## src/rtl/load_store_unit_if.sv

```systemverilog
// Core-side and memory-side signal bundle for the load/store unit.
interface load_store_unit_if;
    logic        core_req_i;
    logic        core_we_i;
    logic [2:0]  core_size_i;
    logic [31:0] core_addr_i;
    logic [31:0] core_wd_i;
    logic [31:0] core_rd_o;
    logic        core_stall_o;
    logic        core_err_o;
    logic        mem_req_o;
    logic        mem_we_o;
    logic [3:0]  mem_be_o;
    logic [31:0] mem_addr_o;
    logic [31:0] mem_wd_o;
    logic [31:0] mem_rd_i;
    logic        mem_ready_i;

    modport slave (
        input  core_req_i, core_we_i, core_size_i, core_addr_i, core_wd_i,
        input  mem_rd_i, mem_ready_i,
        output core_rd_o, core_stall_o, core_err_o,
        output mem_req_o, mem_we_o, mem_be_o, mem_addr_o, mem_wd_o
    );

    modport master (
        output core_req_i, core_we_i, core_size_i, core_addr_i, core_wd_i,
        output mem_rd_i, mem_ready_i,
        input  core_rd_o, core_stall_o, core_err_o,
        input  mem_req_o, mem_we_o, mem_be_o, mem_addr_o, mem_wd_o
    );
endinterface

```

## src/rtl/load_store_unit.sv

```systemverilog
// Load/store unit: aligns core accesses onto a 32-bit memory bus and
// extends load data back to the core; flags misaligned/reserved accesses.
module load_store_unit (
    input  logic              clk_i,
    input  logic              rst_i,
    load_store_unit_if.slave  bus
);
    localparam int unsigned DW = 32;

    localparam logic [1:0] IDLE = 2'd0;
    localparam logic [1:0] WAIT = 2'd1;
    localparam logic [1:0] DONE = 2'd2;

    logic [1:0]    state_q, state_d;
    logic [DW-1:0] word_q;
    logic [1:0]    off_q;
    logic [2:0]    size_q;
    logic          err_q;

    logic          legal;
    logic          mem_req;
    logic          capture;
    logic          fault;
    logic [3:0]    be;

    // Alignment / size legality of the current core request
    always_comb begin
        legal = 1'b0;
        case (bus.core_size_i)
            3'd0, 3'd4: legal = 1'b1;
            3'd1, 3'd5: legal = ~bus.core_addr_i[0];
            3'd2:       legal = (bus.core_addr_i[1:0] == 2'b00);
            default:    legal = 1'b0;
        endcase
    end

    // Next-state and handshake decode
    always_comb begin
        state_d = state_q;
        mem_req = 1'b0;
        capture = 1'b0;
        fault   = 1'b0;
        case (state_q)
            IDLE: begin
                if (bus.core_req_i) begin
                    if (legal) begin
                        mem_req = 1'b1;
                        capture = bus.mem_ready_i;
                        state_d = bus.mem_ready_i ? DONE : WAIT;
                    end else begin
                        fault   = 1'b1;
                        state_d = DONE;
                    end
                end
            end
            WAIT: begin
                mem_req = 1'b1;
                capture = bus.mem_ready_i;
                if (bus.mem_ready_i) state_d = DONE;
            end
            DONE:    state_d = IDLE;
            default: state_d = IDLE;
        endcase
    end

    always_ff @(posedge clk_i or posedge rst_i) begin
        if (rst_i) begin
            state_q <= IDLE;
            word_q  <= '0;
            off_q   <= '0;
            size_q  <= '0;
            err_q   <= 1'b0;
        end else begin
            state_q <= state_d;
            err_q   <= fault;
            if (fault) begin
                word_q <= '0;
                off_q  <= '0;
                size_q <= '0;
            end else if (capture) begin
                word_q <= bus.mem_rd_i;
                off_q  <= bus.core_addr_i[1:0];
                size_q <= bus.core_size_i;
            end
        end
    end

    // Byte-lane enables for the store width
    always_comb begin
        be = 4'b1111;
        case (bus.core_size_i[1:0])
            2'd0:    be = 4'b0001 << bus.core_addr_i[1:0];
            2'd1:    be = 4'b0011 << {bus.core_addr_i[1], 1'b0};
            default: be = 4'b1111;
        endcase
    end

    always_comb begin
        bus.mem_wd_o = bus.core_wd_i;
        case (bus.core_size_i[1:0])
            2'd0:    bus.mem_wd_o = {4{bus.core_wd_i[7:0]}};
            2'd1:    bus.mem_wd_o = {2{bus.core_wd_i[15:0]}};
            default: bus.mem_wd_o = bus.core_wd_i;
        endcase
    end

    // Lane select and extension of the captured read word
    always_comb begin
        bus.core_rd_o = word_q;
        case (size_q)
            3'd0: bus.core_rd_o = DW'($signed(word_q[8*off_q +: 8]));
            3'd4: bus.core_rd_o = DW'(word_q[8*off_q +: 8]);
            3'd1: bus.core_rd_o = DW'($signed(word_q[16*off_q[1] +: 16]));
            3'd5: bus.core_rd_o = DW'(word_q[16*off_q[1] +: 16]);
            default: bus.core_rd_o = word_q;
        endcase
    end

    // Request and stall are held low while reset is asserted
    assign bus.mem_req_o    = mem_req & ~rst_i;
    assign bus.mem_we_o     = bus.core_we_i & bus.mem_req_o;
    assign bus.mem_be_o     = bus.mem_we_o ? be : 4'b0000;
    assign bus.mem_addr_o   = bus.core_addr_i;
    assign bus.core_stall_o = bus.core_req_i & (state_q != DONE) & ~rst_i;
    assign bus.core_err_o   = err_q & (state_q == DONE);

endmodule
```

## src/flat_wrapper.sv

```systemverilog
// flat-port wrapper written by rule: the top's interface ports become plain ports
module load_store_unit_flat 
  (clk_i, rst_i, bus_core_req_i, bus_core_we_i, bus_core_size_i, bus_core_addr_i, bus_core_wd_i, bus_mem_rd_i, bus_mem_ready_i, bus_core_rd_o, bus_core_stall_o, bus_core_err_o, bus_mem_req_o, bus_mem_we_o, bus_mem_be_o, bus_mem_addr_o, bus_mem_wd_o);
  load_store_unit_if bus_i ();
  input  logic clk_i;
  input  logic rst_i;
  input wire logic [$bits(bus_i.core_req_i)-1:0] bus_core_req_i;
  input wire logic [$bits(bus_i.core_we_i)-1:0] bus_core_we_i;
  input wire logic [$bits(bus_i.core_size_i)-1:0] bus_core_size_i;
  input wire logic [$bits(bus_i.core_addr_i)-1:0] bus_core_addr_i;
  input wire logic [$bits(bus_i.core_wd_i)-1:0] bus_core_wd_i;
  input wire logic [$bits(bus_i.mem_rd_i)-1:0] bus_mem_rd_i;
  input wire logic [$bits(bus_i.mem_ready_i)-1:0] bus_mem_ready_i;
  output wire logic [$bits(bus_i.core_rd_o)-1:0] bus_core_rd_o;
  output wire logic [$bits(bus_i.core_stall_o)-1:0] bus_core_stall_o;
  output wire logic [$bits(bus_i.core_err_o)-1:0] bus_core_err_o;
  output wire logic [$bits(bus_i.mem_req_o)-1:0] bus_mem_req_o;
  output wire logic [$bits(bus_i.mem_we_o)-1:0] bus_mem_we_o;
  output wire logic [$bits(bus_i.mem_be_o)-1:0] bus_mem_be_o;
  output wire logic [$bits(bus_i.mem_addr_o)-1:0] bus_mem_addr_o;
  output wire logic [$bits(bus_i.mem_wd_o)-1:0] bus_mem_wd_o;
  assign bus_i.core_req_i = bus_core_req_i;
  assign bus_i.core_we_i = bus_core_we_i;
  assign bus_i.core_size_i = bus_core_size_i;
  assign bus_i.core_addr_i = bus_core_addr_i;
  assign bus_i.core_wd_i = bus_core_wd_i;
  assign bus_i.mem_rd_i = bus_mem_rd_i;
  assign bus_i.mem_ready_i = bus_mem_ready_i;
  assign bus_core_rd_o = bus_i.core_rd_o;
  assign bus_core_stall_o = bus_i.core_stall_o;
  assign bus_core_err_o = bus_i.core_err_o;
  assign bus_mem_req_o = bus_i.mem_req_o;
  assign bus_mem_we_o = bus_i.mem_we_o;
  assign bus_mem_be_o = bus_i.mem_be_o;
  assign bus_mem_addr_o = bus_i.mem_addr_o;
  assign bus_mem_wd_o = bus_i.mem_wd_o;
  load_store_unit u_core (.clk_i(clk_i), .rst_i(rst_i), .bus(bus_i));
endmodule
```

## config.mk

```make
export PLATFORM = sky130hd
export DESIGN_NAME = load_store_unit_flat
export DESIGN_NICKNAME = d
export VERILOG_FILES = /design/src/rtl/load_store_unit_if.sv /design/src/rtl/load_store_unit.sv /design/src/flat_wrapper.sv
export SDC_FILE = /design/constraint.sdc
export NUM_CORES = 1
export LEC_CHECK = 0
export CAP_MARGIN = 20
export CELL_PAD_IN_SITES_DETAIL_PLACEMENT = 0
export CELL_PAD_IN_SITES_GLOBAL_PLACEMENT = 1
export CORE_MARGIN = 3
export CORE_UTILIZATION = 22
export DETAILED_ROUTE_END_ITERATION = 8
export PLACE_DENSITY_LB_ADDON = 0.1
export RECOVER_POWER = 50
export SYNTH_ARGS = -nofsm -noshare
export SYNTH_HDL_FRONTEND = slang
export SYNTH_SLANG_ARGS = --single-unit
export TNS_END_PERCENT = 10
```

## constraint.sdc

```tcl
create_clock -name clk_i -period 2.2 [get_ports clk_i]
set_clock_uncertainty 0.15 [all_clocks]
set_input_delay 0.55 -clock clk_i [delete_from_list [all_inputs] [get_ports clk_i]]
set_output_delay 0.55 -clock clk_i [all_outputs]
set_load 0.01 [all_outputs]
```

* Word-level counts from Yosys, hierarchy flattened
Index checks and enable logic that the tools add are counted.
** Storage, ports and cells
- Register bits :: 40
- Bits of input ports :: 104
- Logic and storage cells :: 63
** Operators by class
- Equality and inequality tests :: 13
- Shifts and indexed selects :: 4
- Muxes and demuxes :: 25
- Bitwise logic cells :: 7
- Reductions and logical operators :: 9
** Operators by type and width (number)
- 32-bit case mux with 4 select lines :: 1
- 32-bit 2-to-1 mux :: 2
- 32-bit case mux with 2 select lines :: 1
- 32-bit by 6-bit indexed part select with 16-bit output :: 1
- 32-bit by 6-bit indexed part select with 8-bit output :: 1
- 3-bit equality test (second input constant) :: 4
- 2-bit 2-to-1 mux :: 6
- 4-bit case mux with 2 select lines :: 1
- 1-bit 2-to-1 mux :: 7
- 3-bit by 1-bit equality test with 1-bit output (second input constant) :: 2
- 2-bit logical NOT :: 3
- 3-bit logical NOT :: 2
- 3-bit 2-to-1 mux :: 2
- 2-bit != test (second input constant) :: 3
- 1-bit AND :: 5
- 2-bit by 1-bit equality test with 1-bit output (second input constant) :: 2
- 4-bit 2-to-1 mux :: 1
- 1-bit case mux with 2 select lines :: 2
- 2-bit case mux with 2 select lines :: 1
- 2-bit OR reduction :: 2
- 1-bit by 2-bit << shifter with 4-bit output (first input constant) :: 1
- 2-bit by 2-bit << shifter with 4-bit output (first input constant) :: 1
- 3-bit by 2-bit equality test with 1-bit output (second input constant) :: 1
- 1-bit case mux with 3 select lines :: 1
- 4 further kinds :: 5

* Longest topological paths before layout
- Depth after elaboration :: 9
- Gate-level depth with buffers :: 7
- Gate-level depth less buffers :: 4

* Worst setup path before layout
OpenSTA, ideal clock, no wires.
- Path kind :: input port to output port
- From :: input bus_core_size_i[0]
- To :: output bus_mem_be_o[0]
- Data arrival time :: 1.822 ns
- Data required time :: 1.500 ns
- Slack :: -0.322 ns
- Stages :: 5
- Buffers on the path :: 1
- Cells stage by stage :: buf_2 nor4_4 o21ai_2 a2111o_1 a21oi_1
** Between the ends
- Cells in the longest elaborated chain, start to end :: 9
- Elaborated cells on any way between the ends :: 17
- Classes of those cells :: eq/ne: 5; mux: 6; bitwise: 2; reduce/logical: 4
** RTL lines
- from (decl) :: RTL line flat_wrapper.sv:9 : input wire logic [$bits(bus_i.core_size_i)-1:0] bus_core_size_i;
- 3-bit by 1-bit equality test with 1-bit output, or another cell as far along :: RTL line load_store_unit.sv:29 : case (bus.core_size_i)
- 2-bit OR reduction :: RTL line load_store_unit.sv:29
- 1-bit case mux with 3 select lines :: RTL line load_store_unit.sv:29
- 1-bit 2-to-1 mux :: RTL line load_store_unit.sv:46 : if (legal) begin
- 1-bit 2-to-1 mux :: RTL line load_store_unit.sv:45 : if (bus.core_req_i) begin
- 1-bit case mux with 2 select lines :: RTL line load_store_unit.sv:43 : case (state_q)
- 1-bit AND :: RTL line load_store_unit.sv:120 : assign bus.mem_req_o = mem_req & ~rst_i;
- 1-bit AND :: RTL line load_store_unit.sv:121 : assign bus.mem_we_o = bus.core_we_i & bus.mem_req_o;
- 4-bit 2-to-1 mux (*) :: RTL line load_store_unit.sv:122 : assign bus.mem_be_o = bus.mem_we_o ? be : 4'b0000;
- to (decl) :: RTL line flat_wrapper.sv:19 : output wire logic [$bits(bus_i.mem_be_o)-1:0] bus_mem_be_o;
Every way passes the cells marked *; elsewhere a longest branch is shown, timed or not.

* Worst setup path in the final report
- From :: input bus_core_we_i
- To :: output bus_mem_be_o[3]
** Between the ends
- Cells in the longest elaborated chain, start to end :: 2
** RTL lines
- from (decl) :: RTL line flat_wrapper.sv:8 : input wire logic [$bits(bus_i.core_we_i)-1:0] bus_core_we_i;
- 1-bit AND :: RTL line load_store_unit.sv:121
- 4-bit 2-to-1 mux :: RTL line load_store_unit.sv:122
No other way between the ends.

==> results.yml <==
logic_synthesis:
  synth_enable_flop_cells: 0
  synth-main-ff-cell: "sky130_fd_sc_hd__dfrtp_1"
  synth_async_reset_ratio: 1.00
  post_synth_num_cell_types: 34
  syn-mean-instance-area_um2: 9.39
  mappedNetlistArea_mm2: 0.00286
  seq_area_frac_synth: 0.351
  synthCells: 304
  ys.warnings.count: 0
  ys_ff_latch: 40
  synthesis.nets: 408
place:
  placed_cells: 614
  hpwl_mm: 8.64
  portBuffers: 147
  gp_routability_congestion: 0.755
sta:
  peak_clock_frequency_supported_by_timing_ghz: 0.376
  timing.final.ws_setup_ps: -463
  tightest_slew_ps: 1020
  rsz_0062_raised_after_global_routing: "true"
  final_max_slew_viol_count: 0
  setup_viol: 49
  timing.final.hold_violations: 0
  post-route-period-util: 1.21
  timing.final.crit_period_ps: 2660
  slew_headroom: 0.322
grt:
  pin_count_of_the_biggest_net_entering_global_routing: 41
  grt.total_usage: 0.160
  grt-ovfl-total: 0
  first_global_vias: 3378
  number_of_antenna_violations_at_the_first_check_in_global_routing: 0
  grt_pass1_wl_mm: 18.4
floorplan:
  core_area_mm2: 0.0124
  starting_density_of_the_core: 0.231
  die-width_um: 120
  placement_rows: 40
  design.die.area_mm2: 0.0144
  io_pins: 208
  die_height_um: 120
run:
  drv_cap: 0
worst_hold_path:
  worstHoldEndpoint: "u_core.word_q[4]"
  critical_hold_path_startpoint: "u_core.word_q[4]"
  hold_class: "flip-flop to flip-flop"
  worstHoldPathCells: 1
setup_path:
  reg2reg_slack_ps: 520
  timing.critical_path.from_type: "input port"
  timing.critical_path.slowest_stage_cell: "sky130_fd_sc_hd__a2111o_1"
  path_class: "input port to primary output"
  largest_stage_delay_on_the_critical_path_ps: 510
  critical-path-top-delay-family: "buffers and inverters"
  path_cells: "clkdlybuf4s50_1, inv_1, a2111o_1, buf_6, a21oi_2, buf_2"
  cp_data_arrival_time_ps: 1960
  crit_cells: 6
  r2r_cells: 5
  rr_startpoint: "u_core.state_q[0]"
  worstReg2RegEnd: "u_core.word_q[9]"
  required_ps: 1500
  critical_path.n_buffers_inverters: 4
  timing.critical_path.fanout_max: 5
  critical_path.endpoint_type: "primary output"
power:
  static-leakage-power_uw: 0.00254
  ir_worst_vdd_mv: 0.317
  power.density_mw_per_mm2: 643
status:
  status: "complete, but fails checks"
  failed_checks: "setup timing"
cells_and_area:
  fin_cells: 656
  flow.area_growth_from_synthesis_pct: 79.1
  layout_commonest_cell: "sky130_fd_sc_hd__clkdlybuf4s50_1"
  postLayoutCoreUtil: 0.414
  nets: 592
  final_cell_mix: "sky130_fd_sc_hd__clkdlybuf4s50_1 (65), sky130_fd_sc_hd__buf_4 (64), sky130_fd_sc_hd__a22o_1 (45)"
  final_layout_size_suffix_gt1_frac: 0.455
  insertedDiodeCount: 0
clocking:
  cts_tree: "yes"
  ctsRootBufferMaster: "sky130_fd_sc_hd__clkbuf_16"
  clock_latency_ps: 280
  cts-buffers-inserted: 5
  cts.reportedPaths.clkPinSlew_ps: 60
  clock-sinks: 40
  htree_levels: 2
  ctsHoldBuffers: 0
  clockBufferDepth: 2
route:
  drc: 0
  post_drt_wl_per_cell_um: 17.8
  detail_route.vias_per_cell: 4.62
  dr.pass1.iters: 4
  num_vias: 3030
  antenna_violating_nets_post_route: 0
  routed_wl_mm: 11.7
  dr.first_iter.drc_count: 182
[synth_stat cells, types with 2 or more instances]
master,instances,area (um^2)
sky130_fd_sc_hd__a211oi_1,2,15.0
sky130_fd_sc_hd__a21o_1,17,128
sky130_fd_sc_hd__a21oi_1,11,55.1
sky130_fd_sc_hd__a221o_1,2,20.0
sky130_fd_sc_hd__a22o_1,45,394
sky130_fd_sc_hd__a22oi_1,8,60.1
sky130_fd_sc_hd__buf_2,4,20.0
sky130_fd_sc_hd__buf_4,45,338
sky130_fd_sc_hd__clkbuf_1,11,41.3
sky130_fd_sc_hd__dfrtp_1,40,1000
sky130_fd_sc_hd__inv_1,6,22.5
sky130_fd_sc_hd__mux2_2,16,180
sky130_fd_sc_hd__mux2i_1,15,150
sky130_fd_sc_hd__nand2_1,28,105
sky130_fd_sc_hd__nand2b_1,4,25.0
sky130_fd_sc_hd__nor2_1,12,45.0
sky130_fd_sc_hd__nor2b_1,3,18.8
sky130_fd_sc_hd__nor3_1,3,15.0
sky130_fd_sc_hd__nor4b_1,2,17.5
sky130_fd_sc_hd__o21ai_0,15,75.1
sky130_fd_sc_hd__o21bai_1,2,15.0
[metal layers]
metal | global-route usage | up-vias | part of all wire | routed length, um
met3 | 0.0476 | 27 | 0.084 | 978
met2 | 0.290 | 123 | 0.51 | 5950
met4 | 0.0501 | 0 | 0.023 | 271
li1 | - | 1436 | - | -
met1 | 0.180 | 1444 | 0.38 | 4480
met5 | 0 | - | 0 | 0
[cell families after synthesis]
logic type | after synthesis | synth area share
multiplexers | 31 | 0.116
buffers and inverters | 69 | 0.152
flip-flops | 40 | 0.351
AO/OA/AOI/OAI | 107 | 0.285
AND/OR/NAND/NOR | 57 | 0.0968
[what timing repair did]
action                                  CTS  global route
endpoints found under the setup margin   74            56
buffers inserted                         29             5
gates resized for setup                 357            36
pin swaps                                12             8
cloned                                    2             0
[power by group]
group / internal, uW / total [uW] / switching (uW)
Clock: 411 / 693 / 282
Sequential: 849 / 972 / 123
Combinational: 904 / 1620 / 719
Total: 2160 / 3290 / 1120
[sequential cells by signal, summed over array words and instances, names as in the netlist]
| signal | cells |
|---|---|
| u_core.state_q | 2 |
| u_core.err_q | 1 |
| u_core.off_q | 2 |
| u_core.size_q | 3 |
| u_core.word_q | 32 |
[worst max path at each step]
stage / endpoint / slack [ps] / from
2_1_floorplan: bus_mem_be_o[0] / -90 / bus_core_size_i[2]
4_1_cts: bus_core_rd_o[20] / -520 / u_core.off_q[1]
6_report: bus_mem_be_o[3] / -460 / bus_core_we_i
3_5_place_dp: bus_mem_be_o[3] / -1160 / bus_core_addr_i[0]
3_3_place_gp: bus_mem_be_o[3] / -1110 / bus_core_addr_i[0]
5_1_grt: bus_mem_be_o[3] / -550 / bus_core_size_i[0]
[cell type report]
type	count	area (um^2)
Inverter	7	27.5
Clock buffer	5	125
Tap cell	168	210
Fill cell	1293	7250
Clock inverter	2	12.5
Sequential cell	40	1010
Timing Repair Buffer	238	2110
Multi-Input combinational cell	196	1630
[per-stage QoR]
step	setup TNS [ps]	cell area, um^2	setup slack, ps	hold WS, ps	total power, uW
4_1_cts	-16430	5040	-525	364	3280
6_report	-14130	5110	-463	360	3290
5_1_grt	-17600	5110	-551	376	3490
3_3_place_gp	-51040	4620	-1110	345	2490
2_1_floorplan	-1050	2880	-91.5	323	1650
3_5_place_dp	-51620	4620	-1160	346	2480
Note: power is estimated with default switching activity, not from simulation.
